<file path="src/rtl/fetch_sequencer.sv">
// Instruction-fetch controller: owns the program counter, walks each fetch
// through a req/ack instruction-memory port, and hands the fetched word to
// execute over a valid/ready handshake. JAL targets are resolved here.
// Branch and JALR targets arrive from execute as redirects.
module fetch_sequencer #(
  parameter int unsigned XLEN = 32,
  parameter logic [XLEN-1:0] RESET_PC = '0
) (
  input  logic            clk,
  input  logic            reset,
  output logic            imem_req,
  output logic [XLEN-1:0] imem_addr,
  input  logic            imem_ack,
  input  logic [XLEN-1:0] imem_rdata,
  output logic            instr_valid,
  output logic [XLEN-1:0] instr,
  output logic [XLEN-1:0] instr_pc,
  input  logic            instr_ready,
  input  logic            redirect_valid,
  input  logic [XLEN-1:0] redirect_pc,
  output logic [XLEN-1:0] pc,
  output logic [XLEN-1:0] issue_count
);

  localparam logic [6:0] OPCODE_JAL = 7'b1101111;
  localparam logic [XLEN-1:0] ALIGN_MASK = ~(XLEN'(3));

  typedef enum logic {
    REQ,
    ISSUE
  } state_t;

  state_t          state_q, state_d;
  logic [XLEN-1:0] pc_q, pc_d;
  logic [XLEN-1:0] instr_q, instr_d;
  logic [XLEN-1:0] instr_pc_q, instr_pc_d;
  logic            instr_valid_q, instr_valid_d;
  logic [XLEN-1:0] issue_count_q, issue_count_d;

  logic [XLEN-1:0] jal_imm;
  logic [XLEN-1:0] seq_target;
  logic            handshake;

  // JAL offset is decoded from the held instruction, so the target is ready
  // by the time execute accepts it.
  always_comb begin
    jal_imm = {{(XLEN-20){instr_q[31]}}, instr_q[19:12], instr_q[20],
               instr_q[30:21], 1'b0};
    if (instr_q[6:0] == OPCODE_JAL) begin
      seq_target = (instr_pc_q + jal_imm) & ALIGN_MASK;
    end else begin
      seq_target = (instr_pc_q + XLEN'(4)) & ALIGN_MASK;
    end
  end

  assign handshake = (state_q == ISSUE) && instr_valid_q && instr_ready;

  // Next-state logic; a redirect overrides every other transition but still
  // lets a coincident handshake count as an issued instruction.
  always_comb begin
    state_d       = state_q;
    pc_d          = pc_q;
    instr_d       = instr_q;
    instr_pc_d    = instr_pc_q;
    instr_valid_d = instr_valid_q;
    issue_count_d = issue_count_q;

    if (handshake) begin
      issue_count_d = issue_count_q + XLEN'(1);
    end

    if (redirect_valid) begin
      pc_d          = redirect_pc & ALIGN_MASK;
      instr_valid_d = 1'b0;
      state_d       = REQ;
    end else begin
      case (state_q)
        REQ: begin
          if (imem_ack) begin
            instr_d       = imem_rdata;
            instr_pc_d    = pc_q;
            instr_valid_d = 1'b1;
            state_d       = ISSUE;
          end
        end
        ISSUE: begin
          if (instr_ready) begin
            instr_valid_d = 1'b0;
            pc_d          = seq_target;
            state_d       = REQ;
          end
        end
        default: begin
          state_d = REQ;
        end
      endcase
    end
  end

  // State register; reset wins over redirect and any outstanding fetch.
  always_ff @(posedge clk) begin
    if (reset) begin
      state_q       <= REQ;
      pc_q          <= RESET_PC;
      instr_q       <= '0;
      instr_pc_q    <= '0;
      instr_valid_q <= 1'b0;
      issue_count_q <= '0;
    end else begin
      state_q       <= state_d;
      pc_q          <= pc_d;
      instr_q       <= instr_d;
      instr_pc_q    <= instr_pc_d;
      instr_valid_q <= instr_valid_d;
      issue_count_q <= issue_count_d;
    end
  end

  assign imem_req    = (state_q == REQ) && !reset;
  assign imem_addr   = pc_q;
  assign instr_valid = instr_valid_q;
  assign instr       = instr_q;
  assign instr_pc    = instr_pc_q;
  assign pc          = pc_q;
  assign issue_count = issue_count_q;

endmodule

</file>
<file path="config.mk">
export PLATFORM = sky130hd
export DESIGN_NAME = fetch_sequencer
export DESIGN_NICKNAME = d
export VERILOG_FILES = /design/src/rtl/fetch_sequencer.sv
export SDC_FILE = /design/constraint.sdc
export NUM_CORES = 1
export LEC_CHECK = 0
export BUFFER_PORTS_ARGS = -buffer_cell sky130_fd_sc_hd__buf_2
export CAP_MARGIN = 25
export CORE_ASPECT_RATIO = 1.75
export CORE_UTILIZATION = 40
export DETAILED_ROUTE_END_ITERATION = 12
export PLACE_DENSITY = 0.73
export SKIP_CTS_REPAIR_TIMING = 1
export SLEW_MARGIN = 20
export SYNTH_ARGS = -nofsm -noshare
export SYNTH_HDL_FRONTEND = slang
export SYNTH_SLANG_ARGS = --single-unit
</file>
<file path="constraint.sdc">
create_clock -name clk -period 4.4 [get_ports clk]
set_input_delay 1.32 -clock clk [delete_from_list [all_inputs] [get_ports clk]]
set_output_delay 1.32 -clock clk [all_outputs]
set_load 0.02 [all_outputs]
</file>
==> results of run 1 <==
## through the flow
stage | power (mW) | hold WS (ns) | setup WS [ns] | cell area (µm²)
after CTS | 3.00 | 0.455 | 0.694 | 8360
after global routing | 3.08 | 0.478 | 0.332 | 8360
after floorplan | 1.47 | 0.495 | 0.797 | 6870
final | 2.97 | 0.452 | 0.717 | 8360
after global placement | 1.56 | 0.439 | 0.764 | 7760
after detailed placement | 1.57 | 0.446 | 0.737 | 7760
## power groups by stage
stage,clock [mW],combinational (mW),sequential (mW)
2_1_floorplan,0,0.182,1.29
3_3_place_gp,0,0.314,1.25
3_5_place_dp,0,0.317,1.25
4_1_cts,1.46,0.318,1.22
5_1_grt,1.51,0.345,1.23
6_report,1.43,0.316,1.22
## state kept, by name, indices dropped and copies added, names as in the netlist
name,count
instr,32
issue_count,32
imem_addr,30
instr_pc,30
instr_valid,1
state_q,1
## cell usage after synthesis, types with 2 or more instances
master / instances
a311oi_1: 4
a21oi_1: 105
o31ai_1: 3
mux2i_1: 9
ha_1: 19
a211o_1: 5
nor4_1: 4
xor2_1: 25
dfxtp_1: 126
nor3_1: 13
buf_4: 36
a31oi_1: 7
or3_1: 12
nor4b_1: 2
and4_1: 3
and3_2: 2
o211ai_1: 2
buf_1: 3
a311oi_2: 2
o21bai_1: 5
a21o_2: 3
inv_1: 8
or2_2: 3
nor2_1: 69
a21o_1: 10
a221oi_1: 7
xnor2_1: 18
clkbuf_8: 9
nand2_1: 187
clkbuf_1: 39
o21a_1: 3
and3_1: 33
o21ai_0: 23
and2_1: 6
nand4_1: 10
nand3b_1: 2
nand2b_1: 6
nand3_1: 22
a211oi_1: 8
## layer usage
metal	vias to the layer above	global-route usage, %	share of wire (%)
met5	-	0	0
met1	3187	24.3	38
met2	216	43.0	54
li1	3326	-	-
met4	0	10.4	3.1
met3	34	4.80	4.7
## final cells by class
type                    count  share of cell area, %
clock buffers              19                   5.30
clock inverters            13                   1.84
inverters                   9                  0.404
multi-input cells         656                   44.7
flip-flops and latches    126                   30.2
well taps                 224                   3.35
repair buffers            232                   14.2
## worst min-delay path, stage by stage (launching register included)
cell,delay [ns]
dfxtp_1,0.30
nand2_1,0.05
a21oi_1,0.05
## cells by family after synthesis
| kind of cell | Yosys count | share of synthesized area, % |
|---|---|---|
| AO/OA/AOI/OAI | 198 | 18.2 |
| XOR/XNOR | 43 | 5.50 |
| adder cells (fa/ha/maj) | 20 | 3.76 |
| buffers and inverters | 100 | 8.97 |
| flip-flops | 126 | 36.8 |
| multiplexers | 10 | 1.48 |
| other | 1 | 0.0548 |
| AND/OR/NAND/NOR | 379 | 25.2 |
## worst paths after layout
path         slack (ns)  depth (start not counted)  startpoint             to
min                0.45                          2    instr[9]       instr[9]
max                0.72                         12    instr[3]  imem_addr[22]
max reg2reg        0.72                         12    instr[3]  imem_addr[22]
min reg2reg        0.45                          2    instr[9]       instr[9]
## cell usage in the layout (no fill, tap or decap), types with 5 or more instances in the layout
cell type  instances
buf_4             11
xor2_1            25
and3_1            33
a211o_1            5
and2_1             6
inv_1              8
mux2i_1            9
a211oi_1           8
xnor2_1           18
or3_1             12
ha_1              19
nand2_1          187
buf_2            221
a31oi_1            7
conb_1             6
a21oi_1          105
a221oi_1           7
nor3_1            13
o21bai_1           5
clkbuf_16         17
nand2b_1           5
nand3_1           22
dfxtp_1          126
a21o_1            10
o21ai_0           23
nand4_1           10
nor2_1            68
==> summary.md, run 1 <==
| Metric | Value |
|---|---|
| Global Route Usage Sum | between 20% and 30% |
| Die X | 101 µm |
| Largest net degree at the start of global routing | roughly 80 |
| Worst path required time | 4.72 ns |
| NumNets Final | between 1000 and 1500 |
| Final wirelength | 20.4 mm |
| Initial antenna violation count | 0 |
| Internal power | 2.15 mW |
| Final setup TNS | 0 ns |
| Site row count | 62 |
| DIE AREA | 0.0177 mm² |
| FILL cells | 1714 |
| Clk_lat worst skew | approximately 0.4 ns |
| Slowest CP cell | and4_1 |
| Worst slew margin | 39.4% |
| Pre-Repair DR Iteration Count | 4 |
| RSZ-0062 raised after global routing | false |
| Crit path arrival time | 4.00 ns |
| Antenna diodes | 0 |
| Antenna-violating nets left | 0 |
| Fin cells | 1279 |
| Max VDD drop | around 0.22 mV |
| Static Leak | ~3.8 nW |
| Ys Warns | 0 |
| Clock share of power | 48.2% |
| Routed via count | 6763 |
| Worst path top cell family by delay | compound AO/OA/AOI/OAI gates |
| Hold Vio Cnt, Final | 0 |
| CTS buffer count | 17 |
| Buf/Inv on CP | 0 |
| Register area | 0.00252 mm² |
| Sink Count | 126 |
| Clk root buf | clkbuf_16 |
| Number of synthesized register bits | 126 |
| Worst-Margin Slew | around 0.91 ns |
| Initial Util | between 40% and 50% |
| Clock transition at path regs | 0.06 ns |
| Grt total ovfl | 0 |
| Setup CP Type | reg -> reg |
| Die Y | 175 µm |
| Final setup skew | 0.0120 ns |
| Clk buf depth | 2 |
| Tmin final | 3.68 ns |
| Mapped cell area | 0.00685 mm² |
| Number of I/O pins | 231 |
| Max Freq | 272 MHz |
| Pwr/cell area | 355 mW/mm² |
| Logic pwr share | 10.6% |
| Area Overhead vs Synth | 22.1% |
| Top cells by area, synth | dfxtp_1 37%, nand2_1 10%, a21oi_1 7.7% |
| Post-synth ARST share | 0% |
| Largest area contributor in the netlist | dfxtp_1 |
| Number of DRC markers in iteration 0 | 224 |
| Part of the cycle the worst path needs | 83.7% |
| Vias per inst | roughly 5.3 |
| Port Buffer Count | 222 |
| Type of origin of the critical path | flop |
| Switching Fraction | 27.6% |
| First-pass GRT wire length | 31.8 mm |
| Worst-path cell chain | and4_1 > nand3b_1 > ha_1 > fa_1 > a211oi_1 > nor2_1 > a221o_2 > a41oi_4 > o21a_4 > mux2i_1 > or3_1 > a311oi_2 |
| Multi-input gate area | 0.00374 mm² |
| WL per Instance | 15.9 µm |
| Share of the synthesized area in the top cell type | 36.8% |
| Mean post-synth cell area | 7.81 µm² |
| NetSw | 0.819 mW |
| Post-synth EDFFs | 0 |
| GP Congestion | 0.880 |
| Crit path max fanout | 20 |
| Vias in the first global route | 6368 |
| Post-synth top flop | dfxtp_1 |
| CTS tree | built |
| Share of cells above drive strength 1 | 26.9% |
| Worst Hold Class | reg -> reg |
| Status | completed |
| Placed Cells | 1247 |
| Core footprint | 0.0166 mm² |
| CP max stage delay | 0.53 ns |
| Final setup violation count | 0 |
| DRC Markers | 0 |
| H-Tree Depth | 4 |
| CP endpoint kind | flop |
| Max Cap Viol | 0 |
| Half-perimeter wire length after placement | 14.9 mm |
| Final Util | 50.4% |
| Sequential power share | 41.2% |
| Post-synthesis cell type count | between 60 and 70 |
| Fin. max-slew vios | 0 |
| Register area share after synthesis | a little under two fifths |
| Post-Syn Instances | 877 |
Note: power is estimated with default switching activity, not from simulation.
==> run 2, diff against run 1 <==
==> constraint.sdc (replaced) <==
create_clock -name clk -period 3.7 [get_ports clk]
set_input_delay 1.11 -clock clk [delete_from_list [all_inputs] [get_ports clk]]
set_output_delay 1.11 -clock clk [all_outputs]
set_load 0.02 [all_outputs]
==> run 2 against run 1 <==
  * Final cell count unchanged
  * Core utilization up 0.17 points
  * Register-to-register slack worse by 0.44 ns
  * Power is 21% higher
  * Clock power up 23%
  * Sequential power increased by 19%
  * Worst hold slack got worse by 0.00086 ns
  * Final area is 0.34% higher
  * Die area unchanged
  * Count of clock-buffer cells in the layout shrank 1
  * Critical path depth is the same
  * Largest cell class unchanged
  * Largest power group unchanged
==> summary.md, run 2 (synthesis results as in run 1) <==
| Metric | Value |
|---|---|
| Fin cells | between 1000 and 1500 |
| Clk buf depth | 2 |
| Sink Count | 126 |
| Part of the cycle the worst path needs | 92.4% |
| Initial Util | 41.2% |
| Site row count | 62 |
| Max Cap Viol | 0 |
| R2R Path End | imem_addr[22] |
| GP Congestion | 0.860 |
| CTS buffer count | 17 |
| Crit path max fanout | 19 |
| Register area | between 0.002 and 0.003 mm² |
| CTS tree | built |
| Max VDD drop | 0.254 mV |
| Final setup TNS | 0 ns |
| Worst path required time | 4.02 ns |
| First-pass GRT wire length | 31.7 mm |
| NumNets Final | 1132 |
| Worst slew margin | 44.2% |
| DRC Markers | 0 |
| WL per Instance | 15.9 µm |
| FILL cells | 1724 |
| R2R setup slack | between 0.2 and 0.3 ns |
| Area Overhead vs Synth | 22.5% |
| H-Tree Depth | 4 |
| Core footprint | 0.0166 mm² |
| Crit path arrival time | 3.74 ns |
| DIE AREA | 0.0177 mm² |
| Global Route Usage Sum | between 20% and 30% |
| CP endpoint | imem_addr[22] |
| Antenna diodes | 0 |
| Die Y | 175 µm |
| Half-perimeter wire length after placement | approximately 15 mm |
| Die X | about 100 µm |
| Multi-input gate area | 0.00374 mm² |
| Fin. max-slew vios | 0 |
| Clk root buf | clkbuf_16 |
| R2R cell count | 12 |
| CP endpoint kind | flop |
| Port Buffer Count | 222 |
| Final wirelength | 20.3 mm |
| Setup CP Type | reg -> reg |
| Static Leak | between 3 and 4 nW |
| Clk_lat worst skew | 0.41 ns |
| Worst Setup SP | instr[4] |
| RSZ-0062 raised after global routing | false |
| Routed via count | 6669 |
| Pwr/cell area | 428 mW/mm² |
| Type of origin of the critical path | flop |
| Area after DPL | 0.00777 mm² |
| Vias per inst | between 5 and 6 |
| Vias in the first global route | 6391 |
| Max Freq | 292 MHz |
| Share of cells above drive strength 1 | between 20% and 30% |
| Tmin final | ~3.4 ns |
| Status | completed |
| Hold Path Depth | 2 |
| Antenna-violating nets left | 0 |
| Most common cell after layout, fill and taps aside | buf_2 |
| Worst Hold Class | reg -> reg |
| Hold Vio Cnt, Final | 0 |
| Pre-Repair DR Iteration Count | 4 |
| Number of DRC markers in iteration 0 | 247 |
| Final setup skew | between 0.008 and 0.009 ns |
| Placed Cells | 1248 |
| Power, Total | 3.59 mW |
| Number of I/O pins | 231 |
| Finished Cell Area | 0.00839 mm² |
| Most frequent cells in the layout | 221 x buf_2, 187 x nand2_1, 126 x dfxtp_1 |
| Final setup violation count | 0 |
| Largest net degree at the start of global routing | 80 |
| Clock transition at path regs | 0.06 ns |
| Hold Path Origin | instr[11] |
| Worst-Margin Slew | 0.838 ns |
| Grt total ovfl | 0 |
| Reg2reg start | instr[4] |
| WHS | roughly 0.45 ns |
| Initial antenna violation count | 1 |
==> run 2: changes by cell type in the layout (fill, tap and decap cells not counted), sizes merged <==
| cell | before | now |
|---|---|---|
| clkinvlp | 4 | 1 |
| buf | 232 | 233 |
| bufinv | 2 | 3 |
| clkbuf | 19 | 18 |
| clkinv | 3 | 4 |
| inv | 13 | 14 |
==> run 2: worst max-delay path, stage by stage (launching register included) <==
cell	delay, ns
dfxtp_1	0.34
and3b_1	0.20
buf_4	0.19
and3_1	0.22
fa_1	0.47
a211oi_1	0.26
nor2_1	0.14
a221o_2	0.41
a41oi_4	0.24
o21a_4	0.21
mux2i_1	0.11
or3_1	0.35
a311oi_2	0.19
==> run 2: worst min-delay path by stage <==
stage,end
floorplan,state_q
global placement,instr[8]
detailed placement,instr[11]
CTS,instr[11]
global route,instr[8]
finish,instr[11]
==> run 2: cell type report <==
class / count / area share (%)
Clock inverter: 13 / 2.13
Clock buffer: 18 / 5.23
Inverter: 9 / 0.403
Timing Repair Buffer: 233 / 14.3
Tap cell: 224 / 3.34
Sequential cell: 126 / 30.1
Multi-Input combinational cell: 656 / 44.6
==> run 2: through the flow <==
stage | util [%] | setup WS [ns]
floorplan | - | 0.0969
global placement | 46.8 | 0.315
detailed placement | 46.8 | 0.305
CTS | 50.5 | 0.265
global route | 50.5 | 0.0632
finish | 50.5 | 0.281
==> run 2: layer usage <==
| layer | part of all wire (%) | vias to the layer above | global-route usage (%) |
|---|---|---|---|
| met5 | 0.049 | - | 0 |
| met4 | 3.1 | 2 | 10.3 |
| met3 | 5.0 | 36 | 4.48 |
| met2 | 55 | 206 | 43.2 |
| met1 | 37 | 3104 | 23.9 |
| li1 | - | 3321 | - |
==> run 2: power by group <==
group	switching (mW)	internal (mW)
clock	0.667	1.09
sequential	0.0491	1.41
combinational	0.247	0.127
total	0.963	2.63
==> run 3, diff against run 2 <==
--- a/config.mk
+++ b/config.mk
@@ -7,7 +7,7 @@
 export LEC_CHECK = 0
 export BUFFER_PORTS_ARGS = -buffer_cell sky130_fd_sc_hd__buf_2
 export CAP_MARGIN = 25
-export CORE_ASPECT_RATIO = 1.75
+export CORE_ASPECT_RATIO = 0.6
 export CORE_UTILIZATION = 40
 export DETAILED_ROUTE_END_ITERATION = 12
 export PLACE_DENSITY = 0.73
==> run 3 against run 2 <==
  * Combinational power is 2% higher
  * Count of clock-buffer cells in the layout did not move
  * Clock power grew 3%
  * Final area up 1.1%
  * Worst hold slack about the same
  * Power up 2.0%
  * Register-to-register slack got worse by 0.05 ns
  * Worst setup slack lost 0.050 ns
  * Sequential cell count did not move
==> summary.md, run 3 (synthesis results as in run 1) <==
| Metric | Value |
|---|---|
| Number of DRC markers in iteration 0 | 411 |
| Tmin final | 3.47 ns |
| Site row count | 36 |
| WL per Instance | 15.8 µm |
| Register area | 0.00252 mm² |
| Antenna-violating nets left | 0 |
| Setup CP Type | reg -> reg |
| Most frequent cells in the layout | 221 x buf_2, 187 x nand2_1, 126 x dfxtp_1 |
| Clk root buf | clkbuf_16 |
| Final setup TNS | 0 ns |
| Clk_lat worst skew | between 0.4 and 0.5 ns |
| Worst Setup SP | instr[3] |
| Sink Count | 126 |
| Worst slew margin | 43.1% |
| H-Tree Depth | 4 |
| Finished Cell Area | 0.00848 mm² |
| Final wirelength | 20.3 mm |
| Power, Total | about 3.7 mW |
| Area Overhead vs Synth | 23.8% |
| Static Leak | 3.88 nW |
| DIE AREA | 0.0177 mm² |
| Area after DPL | 0.00784 mm² |
| DRC Markers | 0 |
| Crit path arrival time | about 3.8 ns |
| Placed Cells | approximately 1300 |
| Reg2reg start | instr[3] |
| Global Route Usage Sum | 22.9% |
| Core footprint | 0.0165 mm² |
| Multi-input gate area | ~0.0037 mm² |
| Worst Hold Class | reg -> reg |
| Max Cap Viol | 0 |
| Fin. max-slew vios | 0 |
| Worst-Margin Slew | between 0.8 and 0.9 ns |
| Part of the cycle the worst path needs | between 90% and 100% |
| NumNets Final | ~1100 |
| Max Freq | 288 MHz |
| Pwr/cell area | 432 mW/mm² |
| Port Buffer Count | 222 |
| Hold Vio Cnt, Final | 0 |
| Pre-Repair DR Iteration Count | 5 |
| Fin cells | 1287 |
| GP Congestion | 0.887 |
| Antenna diodes | 0 |
| Vias in the first global route | approximately 5900 |
| Clock transition at path regs | 0.06 ns |
| First-pass GRT wire length | between 30 and 40 mm |
| Number of I/O pins | 231 |
| CTS buffer count | 17 |
| Die X | 171 µm |
| Share of cells above drive strength 1 | between 20% and 30% |
| Crit path max fanout | 19 |
| Initial antenna violation count | 1 |
| R2R setup slack | 0.23 ns |
| Type of origin of the critical path | flop |
| CP endpoint kind | flop |
| Die Y | 103 µm |
| Final setup violation count | 0 |
| Max VDD drop | 0.242 mV |
| R2R cell count | 12 |
| FILL cells | ~1600 |
| Routed via count | 6712 |
| Status | completed |
| CP endpoint | imem_addr[22] |
| Most common cell after layout, fill and taps aside | buf_2 |
| CTS tree | built |
| Half-perimeter wire length after placement | about 14 mm |
| Vias per inst | approximately 5.2 |
| Final setup skew | 0.0185 ns |
| Grt total ovfl | 0 |
| Initial Util | between 40% and 50% |
| Worst path required time | 4.02 ns |
| Largest net degree at the start of global routing | about 130 |
| RSZ-0062 raised after global routing | false |
| Clk buf depth | 2 |
| Final Util | 51.4% |
| R2R Path End | imem_addr[22] |
-- run 3: changes by cell type in the layout (fill, tap and decap cells not counted), sizes merged --
cell,change
buf,+3
bufinv,+1
clkinvlp,+1
inv,-1
-- run 3: final cells by class --
class,count,area share [%]
multi-input cells,656,44.2
repair buffers,236,14.8
inverters,9,0.398
clock inverters,14,2.42
flip-flops and latches,126,29.8
well taps,228,3.36
clock buffers,18,5.06
-- run 3: report_power, final --
group	switching, mW	internal, mW	total, mW	leakage [nW]
registers	0.0496	1.41	1.45	1.03
logic	0.251	0.132	0.383	2.55
clock network	0.681	1.14	1.82	0.303
-- run 3: worst max-delay path, cell delays in order, from the launching register on --
cell      delay (ns)
dfxtp_1         0.32
and4_1          0.26
buf_4           0.21
and3_1          0.22
fa_1            0.45
a211oi_1        0.25
nor2_1          0.14
a221o_2         0.42
a41oi_4         0.27
o21a_4          0.21
mux2i_1         0.09
or3_1           0.34
a311oi_2        0.19
-- run 3: worst min-delay path by stage --
stage	from	to	slack, ns	cells past startpoint
3_5_place_dp	instr[9]	instr[9]	0.44	2
2_1_floorplan	state_q	state_q	0.50	2
6_report	instr[9]	instr[9]	0.45	2
5_1_grt	instr[10]	instr[10]	0.48	2
3_3_place_gp	instr[10]	instr[10]	0.44	2
4_1_cts	instr[9]	instr[9]	0.45	2
-- run 3: metal layers --
layer | up-vias | routed length (µm) | track usage (%)
li1 | 3340 | - | -
met1 | 3121 | 10300 | 33.9
met2 | 237 | 8440 | 33.2
met3 | 12 | 1480 | 5.75
met4 | 2 | 116 | 4.74
met5 | - | 13 | 0
-- run 3: through the flow --
stage	hold WS, ns	setup WS (ns)
3_5_place_dp	0.443	0.283
6_report	0.451	0.231
5_1_grt	0.484	0.0156
4_1_cts	0.451	0.240
2_1_floorplan	0.495	0.0969
3_3_place_gp	0.441	0.288
